**src/rtl/ssd_pkg.sv**
```systemverilog
// Shared definitions for the multiplexed seven-segment scan driver:
// scan FSM states, hex-to-segment table and decode helper.
package ssd_pkg;

    typedef enum logic [0:0] {
        StBlank,
        StDrive
    } scan_state_e;

    localparam logic [6:0] SEG_OFF = 7'h00;

    // Segment patterns {g,f,e,d,c,b,a} for hex digits 0..F.
    localparam logic [6:0] SEG_TABLE [16] = '{
        7'h3F, 7'h06, 7'h5B, 7'h4F, 7'h66, 7'h6D, 7'h7D, 7'h07,
        7'h7F, 7'h6F, 7'h77, 7'h7C, 7'h39, 7'h5E, 7'h79, 7'h71
    };

    function automatic logic [6:0] hexdec(input logic [3:0] nibble);
        return SEG_TABLE[nibble];
    endfunction

endpackage

```
**src/rtl/ssd_hex_decode.sv**
```systemverilog
// Combinational hex nibble to active-high segment pattern.
module ssd_hex_decode
    import ssd_pkg::*;
(
    input  logic [3:0] nibble_i,
    output logic [6:0] seg_o
);

    always_comb begin
        seg_o = hexdec(nibble_i);
    end

endmodule

```
**src/rtl/ssd_mux_scan.sv**
```systemverilog
// Multiplexed seven-segment scan driver: frame-synchronous display latch, per-slot
// dead time, optional leading-zero blanking and configurable pin polarity.
module ssd_mux_scan
    import ssd_pkg::*;
#(
    parameter int unsigned NUM_DIGITS     = 2,
    parameter int unsigned REFRESH_DIV    = 1024,
    parameter int unsigned BLANK_CYCLES   = 16,
    parameter bit          SEG_ACTIVE_LOW = 1'b0,
    parameter bit          DIG_ACTIVE_LOW = 1'b0
) (
    input  logic                    CLK,
    input  logic                    RST_N,
    input  logic [4*NUM_DIGITS-1:0] value_in,
    input  logic                    load,
    input  logic                    lzb_en,
    output logic [6:0]              ssd_anode,
    output logic [NUM_DIGITS-1:0]   ssd_digit,
    output logic                    frame_start
);

    localparam int unsigned TickW = (REFRESH_DIV > 1) ? $clog2(REFRESH_DIV) : 1;
    localparam int unsigned IdxW  = (NUM_DIGITS > 1) ? $clog2(NUM_DIGITS) : 1;

    localparam logic [TickW-1:0]      TickLast    = TickW'(REFRESH_DIV - 1);
    localparam logic [IdxW-1:0]       IdxLast     = IdxW'(NUM_DIGITS - 1);
    localparam logic [NUM_DIGITS-1:0] DigOne      = NUM_DIGITS'(1);
    localparam logic [6:0]            SegInactive = SEG_ACTIVE_LOW ? 7'h7F : 7'h00;
    localparam logic [NUM_DIGITS-1:0] DigInactive = DIG_ACTIVE_LOW ? '1 : '0;
    localparam scan_state_e           StateRst    = (BLANK_CYCLES > 0) ? StBlank : StDrive;

    if (NUM_DIGITS < 1) begin : g_chk_digits
        $error("ssd_mux_scan: NUM_DIGITS must be >= 1");
    end
    if (REFRESH_DIV < 2) begin : g_chk_div
        $error("ssd_mux_scan: REFRESH_DIV must be >= 2");
    end
    if (BLANK_CYCLES >= REFRESH_DIV) begin : g_chk_blank
        $error("ssd_mux_scan: BLANK_CYCLES must be < REFRESH_DIV");
    end

    logic [TickW-1:0]        tick_q, tick_d;
    logic [IdxW-1:0]         idx_q, idx_d;
    scan_state_e             state_q, state_d;
    logic [4*NUM_DIGITS-1:0] pending_q, pending_d;
    logic [4*NUM_DIGITS-1:0] disp_q, disp_d;
    logic                    lzb_q, lzb_d;
    logic [6:0]              anode_q, anode_d;
    logic [NUM_DIGITS-1:0]   digit_q, digit_d;
    logic                    frame_start_q, frame_start_d;

    logic                    tick_wrap, idx_last;
    logic [NUM_DIGITS-1:0]   lzb_mask;
    logic [3:0]              cur_nibble;
    logic                    cur_lzb;
    logic [6:0]              cur_seg, seg_raw;
    logic [NUM_DIGITS-1:0]   dig_raw;

    // Counters and data registers; disp only changes on the frame boundary.
    always_comb begin
        tick_wrap = (tick_q == TickLast);
        idx_last  = (idx_q == IdxLast);
        tick_d    = tick_wrap ? '0 : tick_q + 1'b1;
        idx_d     = idx_q;
        if (tick_wrap) begin
            idx_d = idx_last ? '0 : idx_q + 1'b1;
        end
        pending_d = load ? value_in : pending_q;
        disp_d    = (tick_wrap && idx_last) ? pending_q : disp_q;
        lzb_d     = tick_wrap ? lzb_en : lzb_q;
    end

    if (BLANK_CYCLES == 0) begin : g_no_blank
        always_comb begin
            state_d = StDrive;
        end
    end else begin : g_blank
        localparam logic [TickW-1:0] BlankEnd = TickW'(BLANK_CYCLES);
        always_comb begin
            state_d = StDrive;
            if (tick_d < BlankEnd) begin
                state_d = StBlank;
            end
        end
    end

    // Digit k is suppressed when it and every more-significant nibble is zero.
    always_comb begin
        lzb_mask = '0;
        for (int k = 1; k < NUM_DIGITS; k++) begin
            lzb_mask[k] = lzb_q && ((disp_q >> (4 * k)) == '0);
        end
    end

    always_comb begin
        cur_nibble = 4'h0;
        cur_lzb    = 1'b0;
        for (int k = 0; k < NUM_DIGITS; k++) begin
            if (idx_q == IdxW'(k)) begin
                cur_nibble = disp_q[4*k +: 4];
                cur_lzb    = lzb_mask[k];
            end
        end
    end

    ssd_hex_decode u_hex_decode (
        .nibble_i (cur_nibble),
        .seg_o    (cur_seg)
    );

    always_comb begin
        seg_raw = SEG_OFF;
        dig_raw = '0;
        if (state_q == StDrive) begin
            dig_raw = DigOne << idx_q;
            seg_raw = cur_lzb ? SEG_OFF : cur_seg;
        end
        anode_d       = SEG_ACTIVE_LOW ? ~seg_raw : seg_raw;
        digit_d       = DIG_ACTIVE_LOW ? ~dig_raw : dig_raw;
        frame_start_d = (tick_q == '0) && (idx_q == '0);
    end

    always_ff @(posedge CLK or negedge RST_N) begin
        if (!RST_N) begin
            tick_q        <= '0;
            idx_q         <= '0;
            state_q       <= StateRst;
            pending_q     <= '0;
            disp_q        <= '0;
            lzb_q         <= 1'b0;
            anode_q       <= SegInactive;
            digit_q       <= DigInactive;
            frame_start_q <= 1'b0;
        end else begin
            tick_q        <= tick_d;
            idx_q         <= idx_d;
            state_q       <= state_d;
            pending_q     <= pending_d;
            disp_q        <= disp_d;
            lzb_q         <= lzb_d;
            anode_q       <= anode_d;
            digit_q       <= digit_d;
            frame_start_q <= frame_start_d;
        end
    end

    assign ssd_anode   = anode_q;
    assign ssd_digit   = digit_q;
    assign frame_start = frame_start_q;

endmodule
```
**config.mk**
```make
export PLATFORM = sky130hd
export DESIGN_NAME = ssd_mux_scan
export DESIGN_NICKNAME = d
export VERILOG_FILES = /design/src/rtl/ssd_pkg.sv /design/src/rtl/ssd_hex_decode.sv /design/src/rtl/ssd_mux_scan.sv
export SDC_FILE = /design/constraint.sdc
export NUM_CORES = 1
export LEC_CHECK = 0
export BUFFER_PORTS_ARGS = -buffer_cell sky130_fd_sc_hd__buf_2
export CAP_MARGIN = 5
export CORE_MARGIN = 2
export CORE_UTILIZATION = 45
export CTS_BUF_LIST = sky130_fd_sc_hd__clkbuf_8
export DETAILED_ROUTE_END_ITERATION = 10
export PLACE_DENSITY = 0.67
export SYNTH_ARGS = -nofsm -noshare
export SYNTH_HDL_FRONTEND = slang
export SYNTH_SLANG_ARGS = --single-unit
```
**constraint.sdc**
```tcl
create_clock -name CLK -period 1.87 [get_ports CLK]
set_input_delay 0.2805 -clock CLK [delete_from_list [all_inputs] [get_ports CLK]]
set_output_delay 0.2805 -clock CLK [all_outputs]
set_load 0.02 [all_outputs]
```
==> flow_summary.yaml <==
cts:
  postCtsSetupBuffers: 0
  clock-root-buffer: "clkbuf_8"
  path_clk_slew_ns: 0.07
  tritoncts: "built"
  clk-insertion-delay-late_ns: 0.29
  cts_buffer_depth: 2
  cts_buffers: 5
  htreeDepth: 2
  postCtsHoldBufs: 0
  clkSinkCount: 39
  cts_resized: 0
sta:
  hold_violations: 0
  rsz0062_at_grt: "no"
  fin_ws_ns: 0.1088
  setup_viol: 0
  slew_headroom_pct: 68.23
  worstMarginPinSlew_ns: 0.4766
  min_period_over_period_pct: 94.18
  finalMaxSlewViolations: 0
  tns_ns: 0
  fmax_mhz: 567.8
  skew_ns: 0.006452
  finalCriticalPeriod_ns: 1.761
job:
  cap_violations: 0
global_route:
  grt-ovfl-total: 0
  grt_max_degree: 40
  grt_pass1_vias: 1248
  antenna_found_initial: 0
  grt.total_usage_pct: 16.94
  grt_pass1_wl_mm: 5.671
place:
  place_ws_ns: 0.1211
  portBuffers: 21
  post_dp_cell_area_um2: 2066
  gp_congestion: 0.7908
  dp_hpwl_mm: 2.433
final_layout:
  diodes: 0
  final_layout_size_suffix_gt1_share_pct: 34.24
  area_growth_syn_to_layout_pct: 16.61
  fin_area_um2: 2152
  final_nets: 203
synthesis:
  synth.avg_cell_area_um2: 12.30
  synth_top_area_cell: "dfrtp_1"
  synthMuxAreaShare_pct: 13.22
  synth_cell_types: 34
  synth-seq-cells: 39
  synth_fa_ha_area_share_pct: 5.424
  yosys-top-cells-area: "dfrtp_1 53%, mux2_2 12%, ha_1 5.4%"
  ys_seq_area_share_pct: 52.88
  synth_top_family_by_area: "simple AND/OR/NAND/NOR gates"
  synth_compound_area_share_pct: 7.254
  syn_inst: 150
  synth_top_area_share_pct: 52.88
  synth_area_um2: 1846
  synth-xor-area-share_pct: 5.220
  synth_simple_gate_area_share_pct: 13.56
  synthesis.nets: 170
  yosys_warnings: 0
pwr:
  cellPowerDensity_nw_per_um2: 676.3
  p_leak_nw: 0.9872
  ir_drop_v: 0.0004904
  power_mw: 1.455
floorplanning:
  core.rowCount: 23
  core_area_um2: 3971
  die_h_um: 68.04
  design.die.area_um2: 4629
  io_pins: 22
  start_util_pct: 46.47
  dieWidth_um: 68.04
worst_setup_path:
  cp-start-kind: "flip-flop"
  max_stage_delay_ns: 0.51
  crit_fanout: 7
  cp.required_ns: 2.03
  critPathArrivalTime_ns: 1.92
  cp_slowest_cell: "or4_1"
  critical_path_class: "reg2reg"
  rr_startpoint: "tick_q[2]$_DFF_PN0_"
  reg2reg_depth: 4
  r2r-end: "state_q$_DFF_PN0_"
  path_cells: "and4_1 > o21ai_1 > a211o_1 > or4_1"
  worst_setup_path_end_kind: "flip-flop"
  worst-r2r-setup-slack_ns: 0.11
status:
  status: "finished, final reports clean"
detailed_routing:
  drtIter0Drc: 43
  vias: 1281
  drc: 0
  finalWirelength_mm: 3.294
  wl_per_cell_um: 14.08
  firstDrtPassIters: 4
  ant_nets: 0
  via_per_inst: 5.474
hold_path:
  hold_class: "in2async"
==> worst max-delay path by stage <==
stage	to	startpoint	slack (ns)	cells after the start
5_1_grt	state_q$_DFF_PN0_	tick_q[0]$_DFF_PN0_	0.05	5
6_report	state_q$_DFF_PN0_	tick_q[2]$_DFF_PN0_	0.11	4
4_1_cts	state_q$_DFF_PN0_	tick_q[0]$_DFF_PN0_	0.12	5
2_1_floorplan	ssd_anode[0]$_DFF_PN0_	idx_last$_DFFE_PN0N_	0.04	7
3_3_place_gp	state_q$_DFF_PN0_	tick_q[0]$_DFF_PN0_	0.18	5
3_5_place_dp	state_q$_DFF_PN0_	tick_q[0]$_DFF_PN0_	0.12	5
==> cell families after synthesis <==
logic type               Yosys count
buffers and inverters             11
adder cells (fa/ha/maj)            8
flip-flops                        39
multiplexers                      22
AO/OA/AOI/OAI                     18
XOR/XNOR                          11
AND/OR/NAND/NOR                   41
==> critical path, delay by kind of cell (launching register included) <==
family | cells | cell delay, ns
AO/OA/AOI/OAI | 2 | 0.39
flip-flops | 1 | 0.47
AND/OR/NAND/NOR | 2 | 0.78
==> cell usage after synthesis <==
cell      instances
dfrtp_1          39
mux2_2           19
nor2_1            9
ha_1              8
inv_1             6
nand2_1           6
xnor2_1           6
nand3_1           5
xor2_1            5
and2_1            4
a211oi_1          3
a221oi_1          3
a311oi_1          3
and4_1            3
buf_2             3
mux2i_1           3
a21oi_1           2
clkbuf_1          2
nand3b_1          2
nor2b_1           2
nor4_1            2
nor4b_1           2
o21ai_0           2
a211o_1           1
a31oi_1           1
and3_2            1
nand4_2           1
nor3_1            1
nor4_4            1
o211ai_1          1
o21ai_1           1
o221a_2           1
or3_1             1
or4_1             1
==> sequential cells by signal, summed over array words and instances, names as in the netlist, 2 cells and up <==
register   count
tick_q        10
disp_q         8
ssd_digit      2
pending_q      8
ssd_anode      7
==> layer usage <==
layer  routed length (um)  global-route usage (%)  vias up
met4                   61                   6.750        0
met1                 1370                   21.19      619
met3                  225                   6.086        7
met5                    0                       0        -
met2                 1636                   26.70       46
li1                     -                       -      609
==> area by class of cell <==
| type | instances | area [um2] |
|---|---|---|
| clock buffers | 5 | 68.82 |
| clock inverters | 3 | 15.01 |
| fillers | 356 | 1819 |
| inverters | 6 | 22.52 |
| multi-input cells | 100 | 827.0 |
| flip-flops and latches | 39 | 975.9 |
| well taps | 50 | 62.56 |
| repair buffers | 31 | 180.2 |
==> report_power, final <==
group          switching [mW]  internal, mW
logic                  0.0242        0.0247
registers             0.00977         0.860
clock network           0.281         0.255
==> per-stage QoR <==
stage / std cells / utilization (%) / hold WS, ns
after floorplan: 150 / - / -0.01509
after global placement: 226 / 52.02 / 0.3507
after detailed placement: 226 / 52.02 / 0.3590
after CTS: 234 / 54.13 / 0.04255
after global routing: 234 / 54.19 / 0.06403
final: 234 / 54.19 / 0.03314
==> cell usage in the layout (no fill, tap or decap), types with 2 or more instances in the layout <==
master,instances
a211oi_1,3
a21oi_1,2
a221oi_1,3
a311oi_1,3
and2_1,4
and4_1,3
buf_2,21
buf_4,10
clkbuf_8,5
clkinv_2,3
dfrtp_1,39
ha_1,7
inv_1,6
mux2_2,19
mux2i_1,3
nand2_1,6
nand3_1,5
nand3b_1,2
nor2_1,9
nor2b_1,2
nor4_1,2
nor4b_1,2
o21ai_0,2
xnor2_1,6
xor2_1,5
Note: power is estimated with default switching activity, not from simulation.
